==> src/rtl/dm_bus.sv <==
// dm_bus: multi-cycle data memory for the MIPS core.
//
// It supports byte, halfword and word loads and stores with sign or zero
// extension. Requests use a REQ/READY handshake and completion is signalled
// by a one-cycle VALID pulse. Each access takes WAIT extra cycles.
// Misaligned accesses and the reserved SIZE code are reported on ERR.
// When ZERO_INIT=1, the whole memory is swept to zero after reset.
//
// Ports
//   CLK    in   rising-edge clock
//   RST    in   asynchronous active-low reset
//   REQ    in   access request, sampled only while READY=1
//   WE     in   1 = store, 0 = load
//   SIZE   in   00 byte, 01 halfword, 10 word, 11 reserved (error)
//   SEXT   in   loads: 1 sign-extend, 0 zero-extend
//   ADDR   in   byte address (wraps modulo 4*DEPTH)
//   WDATA  in   right-aligned store data
//   READY  out  block can accept a request this cycle
//   VALID  out  one-cycle completion pulse
//   RDATA  out  load result; 0 after stores and errors
//   ERR    out  misaligned/reserved access, qualified by VALID
module dm_bus #(
  parameter int DEPTH     = 64,
  parameter int WAIT      = 0,
  parameter bit ZERO_INIT = 1'b1
) (
  input  logic        CLK,
  input  logic        RST,
  input  logic        REQ,
  input  logic        WE,
  input  logic [1:0]  SIZE,
  input  logic        SEXT,
  input  logic [31:0] ADDR,
  input  logic [31:0] WDATA,
  output logic        READY,
  output logic        VALID,
  output logic [31:0] RDATA,
  output logic        ERR
);

  localparam int AW = $clog2(DEPTH);

  typedef enum logic [1:0] {ST_INIT, ST_IDLE, ST_ACCESS} state_t;

  state_t        state_reg, state_next;
  logic          live_reg;      // low until the first edge after reset release
  logic [AW-1:0] sweep_reg;
  logic [3:0]    wait_reg;
  logic          we_reg, sext_reg;
  logic [1:0]    size_reg;
  logic [AW+1:0] addr_reg;
  logic [31:0]   wdata_reg;
  logic          valid_reg, err_reg;
  logic [31:0]   rdata_reg;

  logic          ready, accept, done, init_we, mis_err;
  logic [3:0]    lane_sel, lane_we;
  logic [AW-1:0] wr_idx, rd_idx;
  logic [31:0]   rd_word, load_val, byte_sh;

  // Address bits above the memory are deliberately ignored (wrap-around).
  logic addr_unused;
  assign addr_unused = ^ADDR[31:AW+2];

  // ---------------- FSM: state register ----------------
  always_ff @(posedge CLK or negedge RST) begin
    if (!RST) state_reg <= ZERO_INIT ? ST_INIT : ST_IDLE;
    else      state_reg <= state_next;
  end

  // ---------------- FSM: next state ----------------
  always_comb begin
    state_next = state_reg;
    case (state_reg)
      ST_INIT:   if (sweep_reg == AW'(DEPTH - 1)) state_next = ST_IDLE;
      ST_IDLE:   if (REQ && live_reg) state_next = ST_ACCESS;
      ST_ACCESS: if (wait_reg == 4'd0) state_next = ST_IDLE;
      default:   state_next = ST_IDLE;
    endcase
  end

  // ---------------- FSM: outputs ----------------
  always_comb begin
    ready   = 1'b0;
    done    = 1'b0;
    init_we = 1'b0;
    case (state_reg)
      ST_INIT:   init_we = 1'b1;
      ST_IDLE:   ready   = live_reg;
      ST_ACCESS: done    = (wait_reg == 4'd0);
      default:   ready   = 1'b0;
    endcase
  end

  assign accept = ready & REQ;

  // Alignment check on the latched request.
  always_comb begin
    mis_err = 1'b0;
    case (size_reg)
      2'd1:    mis_err = addr_reg[0];
      2'd2:    mis_err = (addr_reg[1:0] != 2'd0);
      2'd3:    mis_err = 1'b1;
      default: mis_err = 1'b0;
    endcase
  end

  // Byte lanes touched by a store (little-endian).
  always_comb begin
    lane_sel = 4'b0000;
    case (size_reg)
      2'd0:    lane_sel[addr_reg[1:0]] = 1'b1;
      2'd1:    lane_sel = addr_reg[1] ? 4'b1100 : 4'b0011;
      2'd2:    lane_sel = 4'b1111;
      default: lane_sel = 4'b0000;
    endcase
  end

  assign wr_idx = init_we ? sweep_reg : addr_reg[AW+1:2];
  // In IDLE the read is launched from the live address, so the word is ready
  // at the completion edge even when WAIT=0. Later it tracks the latched address.
  assign rd_idx = (state_reg == ST_IDLE) ? ADDR[AW+1:2] : addr_reg[AW+1:2];

  // One byte-wide RAM per lane. Each RAM has a byte write enable and a registered read.
  genvar gi;
  generate
    for (gi = 0; gi < 4; gi++) begin : g_lane
      logic [7:0] mem [DEPTH];
      logic [7:0] rd_byte_reg;
      logic [7:0] wbyte;

      always_comb begin
        wbyte = WDATA[7:0] & 8'h00;
        if (init_we)                wbyte = 8'h00;
        else if (size_reg == 2'd2)  wbyte = wdata_reg[8*gi +: 8];
        else if (size_reg == 2'd1)  wbyte = wdata_reg[8*(gi%2) +: 8];
        else                        wbyte = wdata_reg[7:0];
      end

      assign lane_we[gi] = init_we | (done & we_reg & ~mis_err & lane_sel[gi]);

      always_ff @(posedge CLK) begin
        if (lane_we[gi]) mem[wr_idx] <= wbyte;
        rd_byte_reg <= mem[rd_idx];
      end

      assign rd_word[8*gi +: 8] = rd_byte_reg;
    end
  endgenerate

  // Load formatting: extract the addressed lanes and extend them.
  assign byte_sh = rd_word >> {addr_reg[1:0], 3'b000};

  always_comb begin
    load_val = 32'd0;
    case (size_reg)
      2'd0: load_val = sext_reg ? {{24{byte_sh[7]}}, byte_sh[7:0]}
                                : {24'd0, byte_sh[7:0]};
      2'd1: load_val = addr_reg[1]
                       ? (sext_reg ? {{16{rd_word[31]}}, rd_word[31:16]} : {16'd0, rd_word[31:16]})
                       : (sext_reg ? {{16{rd_word[15]}}, rd_word[15:0]}  : {16'd0, rd_word[15:0]});
      2'd2: load_val = rd_word;
      default: load_val = 32'd0;
    endcase
  end

  // ---------------- datapath registers ----------------
  always_ff @(posedge CLK or negedge RST) begin
    if (!RST) begin
      live_reg  <= 1'b0;
      sweep_reg <= '0;
      wait_reg  <= 4'd0;
      we_reg    <= 1'b0;
      sext_reg  <= 1'b0;
      size_reg  <= 2'd0;
      addr_reg  <= '0;
      wdata_reg <= 32'd0;
      valid_reg <= 1'b0;
      err_reg   <= 1'b0;
      rdata_reg <= 32'd0;
    end else begin
      live_reg  <= 1'b1;
      valid_reg <= done;
      if (init_we) sweep_reg <= sweep_reg + AW'(1);
      if (accept) begin
        we_reg    <= WE;
        sext_reg  <= SEXT;
        size_reg  <= SIZE;
        addr_reg  <= ADDR[AW+1:0];
        wdata_reg <= WDATA;
        wait_reg  <= 4'(WAIT);
      end else if (state_reg == ST_ACCESS && wait_reg != 4'd0) begin
        wait_reg <= wait_reg - 4'd1;
      end
      if (done) begin
        err_reg   <= mis_err;
        rdata_reg <= (we_reg || mis_err) ? 32'd0 : load_val;
      end
    end
  end

  assign READY = ready;
  assign VALID = valid_reg;
  assign RDATA = rdata_reg;
  assign ERR   = err_reg;

endmodule

==> config.mk <==
export PLATFORM = sky130hd
export DESIGN_NAME = dm_bus
export DESIGN_NICKNAME = d
export VERILOG_FILES = /design/src/rtl/dm_bus.sv
export SDC_FILE = /design/constraint.sdc
export NUM_CORES = 2
export LEC_CHECK = 0
export CAP_MARGIN = 10
export CORE_AREA = 5 5 402 404
export CTS_CLUSTER_SIZE = 28
export DETAILED_ROUTE_END_ITERATION = 10
export DIE_AREA = 0 0 407 409
export GPL_ROUTABILITY_DRIVEN = 1
export PLACE_DENSITY = 0.69
export RECOVER_POWER = 25
export SYNTH_ARGS = -nofsm -noshare
export SYNTH_HDL_FRONTEND = slang
export SYNTH_SLANG_ARGS = --single-unit
==> constraint.sdc <==
create_clock -name CLK -period 13.38 [get_ports CLK]
set_input_delay 2.007 -clock CLK [delete_from_list [all_inputs] [get_ports CLK]]
set_output_delay 2.007 -clock CLK [all_outputs]
set_load 0.01 [all_outputs]
* Yosys cells after proc, flatten, opt, wreduce, memory -nomap -nowiden
Memories as Yosys holds them, arrays and structs flattened. A register that Yosys moved wholly into a read port is not among the register bits.
Index checks and enable logic that the tools add are counted.
** Operators by class
- Add/sub/neg operators :: 2
- Magnitude comparators :: 2
- Equal/unequal tests :: 9
- Shift operators :: 1
- Multiplexer cells :: 38
- Bitwise gates (word level) :: 12
- Reduce and logical (&&, ||, !) cells :: 11
** Operator list (count)
- $mux W32 :: 5
- $pmux W32 S3 :: 1
- $mux W8 :: 8
- $shr A32 B5 Y8 :: 1
- $mux W1 :: 12
- $mux W4 :: 3
- $mux W6 :: 2
- $pmux W4 S3 :: 1
- $and A1 B1 Y1 :: 7
- $add A6 B1 Y6 const B :: 1
- $eq A2 B2 Y1 const B :: 3
- $eq A6 B6 Y1 const B :: 1
- $mux W2 :: 3
- $ne A2 B2 Y1 const B :: 3
- $pmux W2 S3 :: 1
- $eq A2 B1 Y1 const B :: 2
- $logic_not A2 Y1 :: 2
- $logic_not A4 Y1 :: 1
- $or A1 B1 Y1 :: 4
- $reduce_bool A2 Y1 :: 2
- $reduce_bool A4 Y1 :: 1
- $sub A4 B1 Y4 const B :: 1
- $logic_and A1 B1 Y1 :: 3
- $lt A2 B3 Y1 const B :: 1
- other kinds (6) :: 6
** Storage, ports and cells
- Flip-flop bits (word level) :: 91
- RAM bits :: 2048
- Bits of input ports :: 71
- Output and inout bits :: 35
- Logic and storage cells :: 91
- Memories kept :: 4
** Memory list
- g_lane[0].mem :: depth 64, bits a word 8, rd ports 1, clocked after memory_dff 1, write ports 1, line 128 : logic [7:0] mem [DEPTH];
- g_lane[1].mem :: depth 64, bits a word 8, rd ports 1, clocked after memory_dff 1, write ports 1, line 128
- g_lane[2].mem :: depth 64, bits a word 8, rd ports 1, clocked after memory_dff 1, write ports 1, line 128
- g_lane[3].mem :: depth 64, bits a word 8, rd ports 1, clocked after memory_dff 1, write ports 1, line 128

* Longest topological paths before layout
- Word-level depth :: 9
- Mapped depth :: 11

* Worst setup path before layout
Ideal clock, no wire load.
- Path kind :: register to register
- From :: register size_reg[1]
- To :: memory g_lane[3].mem[0][0], data pin
- Setup time :: 0.721 ns
- Arrival time :: 4.467 ns
- Data required time :: 12.659 ns
- Slack :: 8.192 ns
- Cell stages (with the launch flop) :: 7
- Buffers on the path :: 4
- Cells stage by stage :: dfrtp_1 clkbuf_1 clkbuf_1 buf_1 clkbuf_1 a211oi_1 a211oi_1
** On the way
- Cells in the longest elaborated chain, start to end :: 4
- Elaborated cells on any way between the ends :: 5
- Those cells by class :: 2 x eq/ne; 3 x mux
** RTL lines
- start, declared :: line 50 : logic [1:0] size_reg;
- start signal, assigned :: line 175 : size_reg <= 2'd0;
- start signal, assigned :: line 188 : size_reg <= SIZE;
- $eq A2 B1 Y1 :: line 136 : else if (size_reg == 2'd1) wbyte = wdata_reg[8*(gi%2) +: 8];
- $mux W8 :: line 136
- $mux W8 * :: line 135 : else if (size_reg == 2'd2) wbyte = wdata_reg[8*gi +: 8];
- $mux W8 * :: line 134 : if (init_we) wbyte = 8'h00;
- named net g_lane[3].wbyte[0] :: line 130 : logic [7:0] wbyte;
- end, declared :: line 128
The timed path passes the listed nets; every way through them passes the cells marked *.

* Worst setup path in the final report
- From :: register state_reg[1]
- To :: memory g_lane[3].mem[23][1], data pin
** On the way
- Cells in the longest elaborated chain, start to end :: 3
** RTL lines
- start, declared :: line 45 : state_t state_reg, state_next;
- start signal, assigned :: line 67 : if (!RST) state_reg <= ZERO_INIT ? ST_INIT : ST_IDLE;
- start signal, assigned :: line 68 : else state_reg <= state_next;
- $logic_not A2 Y1 :: line 87 : case (state_reg)
- $mux W1 :: line 87
- $mux W8 :: line 134
- named net g_lane[3].wbyte[1] :: line 130
The timed path passes the listed nets, and every way through them passes these cells.

==> results.py <==
metrics = {
    "routing": {
        "routed_wl_um": 234000,
        "top_layer": "met5",
        "drtPass1Iterations": 6,
        "dr_wl_met2_um": 113000,
        "drt-met1-wl_um": 88000,
        "wl_per_cell_um": 30.2,
        "vias_per_cell": 6.58,
        "wl_met3_um": 22400,
        "drt-initial-drc-count": 5909,
        "drc_errors": 0,
        "dr_total_vias": 50847,
        "drtAntennaViolNets": 0,
    },
    "pwr": {
        "p_per_area_nw_per_um2": 231,
        "leakagePower_nw": 33.2,
        "ir_drop_uv": 267,
    },
    "worst_hold_path": {
        "hp-class": "flop to flop",
        "min_from": "RDATA[26]",
    },
    "timing": {
        "hold_violations": 0,
        "tns_ps": 0,
        "slew_headroom": -1.39,
        "whs_ps": 480,
        "fmax_ghz": 0.156,
        "min_period_ps": 6430,
        "min_period_over_period": 0.480,
        "tightest_slew_ps": 3590,
        "setup_violations": 0,
        "slew_violations": 1568,
        "rsz0062_at_grt": "no",
        "fin_skew_ps": 25.5,
    },
    "critical_path": {
        "cp_common_cell": "clkbuf_1",
        "cp.arrival_ps": 6450,
        "worstPathRequired_ps": 13400,
        "path_max_fanout": 64,
        "timing.rr.start": "state_reg[1]",
        "cp-startpoint": "state_reg[1]",
        "path_class": "flop to flop",
        "end_kind": "flop",
        "cp_cell_sequence": "nor2_1, clkbuf_1, a211oi_4, clkbuf_1",
        "path_buf_inv": 2,
        "path_delay_family": "buffers and inverters",
        "cp_slowest_stage_delay_ps": 2550,
        "crit_path_start_kind": "flop",
        "cp_slowest_cell": "clkbuf_1",
    },
    "logic_synthesis": {
        "ys_ff_latch": 2171,
        "yosysWarnings": 0,
        "synth-edff-count": 2048,
        "synth_cell_types": 65,
        "synth_flop_cell": "edfxtp_1",
        "synth_cells": 5373,
        "synth_nets": 5446,
        "avgSynthCellArea_um2": 16.6,
        "syn_area_um2": 89100,
        "ys_seq_area_frac": 0.723,
        "async_reset_ff_frac": 0.0419,
    },
    "clock_network": {
        "path_clk_slew_ps": 60,
        "cts_setup_buffers": 0,
        "cts_root_buf": "clkbuf_16",
        "clock_sink_count": 2171,
        "ctsHtreeMaxLevel": 4,
        "hold_buffers": 0,
        "post_cts_resized": 0,
        "cts_buffer_depth": 3,
        "clkLatencyLatePin_ps": 840,
        "cts_buffers": 207,
        "cts_tree": "built",
    },
    "run": {
        "drv_cap": 26,
    },
    "global_route": {
        "overflow": 0,
        "grt_pass1_vias": 49958,
        "grt_start_max_net_pins": 131,
        "track_usage": 0.280,
        "antenna_found_initial": 16,
        "grt_pass1_wl_um": 340000,
    },
    "die": {
        "rows": 146,
        "start_util": 0.566,
        "core_um2": 157000,
        "die_h_um": 409,
        "die_w_um": 407,
        "die_area_um2": 166000,
        "ios": 106,
    },
    "placement": {
        "dp_hpwl_um": 136000,
        "dp_cells": 7308,
        "portBuffers": 81,
        "finalWeightedCongestion": 0.832,
    },
    "status": {
        "outcome": "finished with violations",
        "violations": "capacitance limit, slew limit",
    },
    "cells_and_area": {
        "drive_above_1_share": 0.164,
        "largest_reg_flops": 2048,
        "fillCellCount": 11003,
        "nets": 5536,
        "top_register": "g_lane.mem",
        "fin_cells": 7733,
        "area_growth_pct": 11.4,
    },
}
==> final cells by class <==
class / instances / area (um^2) / area share
Sequential cell: 2171 / 64400 / 0.649
Tap cell: 2072 / 2590 / 0.0261
Antenna cell: 19 / 47.5 / 0.000479
Inverter: 137 / 514 / 0.00518
Clock buffer: 271 / 5610 / 0.0566
Timing Repair Buffer: 291 / 2320 / 0.0234
Multi-Input combinational cell: 2655 / 22900 / 0.231
Clock inverter: 117 / 845 / 0.00851
==> layout by cell type, fill, tap and decap left out, types with 73 or more instances in the layout <==
| master | count |
|---|---|
| clkbuf_16 | 210 |
| mux2i_1 | 442 |
| a211oi_1 | 265 |
| clkdlybuf4s50_1 | 79 |
| dfrtp_1 | 90 |
| mux2_2 | 87 |
| a22oi_1 | 128 |
| clkbuf_1 | 73 |
| inv_1 | 137 |
| edfxtp_1 | 2048 |
| nand2_1 | 317 |
| buf_4 | 165 |
| nor2_1 | 286 |
| nor3_1 | 149 |
| mux4_2 | 256 |
==> power breakdown <==
group	switching, mW	internal, mW	leakage [nW]
combinational	5.41	2.44	9.79
clock	2.49	3.11	3.18
sequential	0.369	9.13	20.2
total	8.27	14.7	33.2
==> kinds of logic after synthesis <==
group / share of synthesized area
flip-flops: 0.723
AND/OR/NAND/NOR: 0.0515
multiplexers: 0.131
AO/OA/AOI/OAI: 0.0684
buffers and inverters: 0.0253
XOR/XNOR: 0.000786
adder cells (fa/ha/maj): 0.000281
other: 0.0000421
==> synth_stat cells, types with 33 or more instances <==
master,n,share of area
edfxtp_1,2048,0.69
mux2i_1,443,0.050
nand2_1,322,0.014
nor2_1,286,0.012
a211oi_1,273,0.023
mux4_2,256,0.065
clkbuf_1,238,0.010
nor3_1,149,0.0084
inv_1,137,0.0058
a22oi_1,128,0.011
buf_2,115,0.0065
dfrtp_1,91,0.026
mux2_2,88,0.011
o32ai_1,64,0.0063
o21ai_1,44,0.0025
buf_1,42,0.0018
mux2_1,41,0.0052
a21oi_1,40,0.0022
o211ai_1,40,0.0034
a31oi_1,37,0.0026
or3_1,34,0.0024
nand4_1,33,0.0023
==> worst paths after layout <==
path	to	cells past startpoint	slack [ps]
min in group asynchronous	RDATA[15]	1	1830
min	RDATA[26]	2	480
min reg2reg	RDATA[26]	2	480
max	g_lane[3].mem[23][1]	4	6950
max in group asynchronous	addr_reg[2]	2	7500
max reg2reg	g_lane[3].mem[23][1]	4	6950
==> worst reg2reg max path, delay by kind of cell, from the launching register on <==
kind	cells	cell delay [ps]
buf+inv	2	3990
simple gates	1	1140
flops	1	560
compound gates	1	-120
==> layer usage <==
layer | vias to the layer above | track usage
met3 | 505 | 0.0592
met4 | 2 | 0.123
met1 | 26124 | 0.384
met5 | - | 0
met2 | 2597 | 0.438
li1 | 21619 | -
==> through the flow <==
step                       util  power, mW  setup WS [ps]  area, um^2
final                     0.630       22.9           6950       99300
after detailed placement  0.589       17.3           6700       92800
after global routing      0.630       23.7           6560       99200
after CTS                 0.630       22.8           7550       99200
after global placement    0.589       17.2           6690       92800
after floorplan               -       14.2           8190       89100
(Power assumes the default switching activity.)
==> patch, RTL diff (same flow settings) <==
The parameter `DEPTH` goes from 64 to 32.
--- a/src/rtl/dm_bus.sv
+++ b/src/rtl/dm_bus.sv
@@ -21,5 +21,5 @@
 //   ERR    out  misaligned/reserved access, qualified by VALID
 module dm_bus #(
-  parameter int DEPTH     = 64,
+  parameter int DEPTH     = 32,
   parameter int WAIT      = 0,
   parameter bit ZERO_INIT = 1'b1
Formal check against the unedited RTL: no difference found for any inputs over 4 cycles, from zero or initial values and one cycle with RST low; that may be too few to reach the edited logic, so the function may still have changed.
==> patch against the unedited design <==
  * The flow still finishes with violations (max-capacitance violations, max-slew violations)
  * Power shrank 44%
  * Sequential cell count shrank 1026
  * Maximum frequency grew 0.25%
  * Count of clock-buffer cells in the layout shrank 108
  * Synthesized area shrank 45%
  * Wire length shrank 42%
  * Setup slack gained 0.016 ns
  * Clock skew is essentially flat
  * Via count shrank 37%
  * Combinational power shrank 42%
  * Utilization shrank 28 points
  * Cell area shrank 44%
  * Critical endpoint is now addr_reg[2]
==> patch: results (changes against the unedited design) <==
Placement
  • Placed Cells: 5640 (was 7308)
  • Placed cell area: 51900 um2 (was 92800 um2)
  • Detailed-placement wirelength estimate: 79.9 mm (was 136 mm)

Outcome
  • Failing checks: max-capacitance violations, max-slew violations (unchanged)
  • Outcome: complete, but fails checks (unchanged)

Clock tree
  • Clock Latency Late Sink: 0.69 ns (was 0.84 ns)
  • CTS Buf Count: 113 (was 207)

Logic synthesis
  • Synthesized Nets: 3833 (was 5446)
  • Synth top area cells: edfxtp_1 62%, a211oi_1 15%, dfrtp_1 4.5%, inv_1 3.7%, nand2_1 1.8% (was edfxtp_1 69%, mux4_2 6.5%, mux2i_1 5.0%, dfrtp_1 2.6%, a211oi_1 2.3%)
  • Post-synth EDFFs: 1024 (was 2048)
  • Sequential share of the synthesized area: 0.683 (was 0.723)
  • Mux contribution to synthesized area: 0.0109 (was 0.131)
  • Async SR Flop Fraction: 0.0777 (was 0.0419)
  • Complex-gate fraction of the synthesized area: 0.196 (was 0.0684)
  • Unique cell type count in the Yosys netlist: 54 (was 65)

Routing
  • DR vias/cell: 5.47 (was 6.58)
  • DRT Pass-1 Iters: 7 (was 6)
  • Drt wl/cell: 23.3 um (was 30.2 um)
  • Via count: 32100 (was 50800)

Job
  • Max_cap viols: 17 (was 26)

Global routing
  • First-pass GRT wire length: 201 mm (was 340 mm)
  • Antenna violations before repair: 4 (was 16)
  • Global Route Usage Sum: 0.158 (was 0.280)

Worst setup path
  • Largest stage delay, worst path: 2.91 ns (was 2.55 ns)
  • Reg2reg setup slack: 7.89 ns (was 6.95 ns)

Layout
  • Max reg flops: 1024 (was 2048)
  • Fillers: 15000 (was 11000)

STA
  • Post-route minimum period: 6.41 ns (was 6.43 ns)
  • Final Max Slew Viols: 569 (was 1568)
  • Clock skew: 0.0259 ns (was 0.0255 ns)

Power and ir drop
  • Maximum vdd ir drop: 0.177 mV (was 0.267 mV)
  • Pleak: 18.4 nW (was 33.2 nW)
[patch: path summary, 6_finish.rpt]
kind                       depth (start not counted)     startpoint                  endpoint
setup / recovery                                   2            RST               addr_reg[2]
hold reg to reg                                    2  wdata_reg[25]             wdata_reg[25]
max in group CLK                                   7        ADDR[3]  g_lane[1].rd_byte_reg[5]
setup reg to reg                                   7   state_reg[1]  g_lane[2].rd_byte_reg[0]
hold / removal                                     2  wdata_reg[25]             wdata_reg[25]
min in group asynchronous                          1            RST                  RDATA[7]
[patch: metal layers]
metal	vias to the layer above	GRT usage	part of all wire
met3	327	0.0410	0.096
li1	14300	-	-
met1	15800	0.205	0.39
met4	0	0.0739	0.051
met2	1575	0.248	0.46
met5	-	0	0
[patch: area by class of cell]
type,instances,area [um2],share of cell area
Sequential cell,1145,33600,0.606
Multi-Input combinational cell,1787,12500,0.225
Clock buffer,163,3190,0.0576
Tap cell,2072,2590,0.0468
Inverter,487,1830,0.0330
Timing Repair Buffer,151,1310,0.0237
Clock inverter,49,374,0.00675
Antenna cell,9,22.5,0.000406
[patch: cell families after synthesis]
| logic type | Yosys count |
|---|---|
| AND/OR/NAND/NOR | 460 |
| XOR/XNOR | 6 |
| adder cells (fa/ha/maj) | 3 |
| buffers and inverters | 827 |
| AO/OA/AOI/OAI | 1265 |
| flip-flops | 1145 |
| other | 1 |
| multiplexers | 52 |
[patch: power breakdown]
group / total (W) / internal (W) / leakage (nW) / switching (W)
Clock: 0.00307 / 0.00176 / 1.74 / 0.00131
Combinational: 0.00458 / 0.00116 / 5.84 / 0.00343
Sequential: 0.00525 / 0.00490 / 10.8 / 0.000341
Total: 0.0129 / 0.00782 / 18.4 / 0.00508
[patch: tightest hold or removal path, cell delays in order (launching register included)]
cell and delay, ns:
dfrtp_1 0.34, nand2_1 0.05, nand2_1 0.06
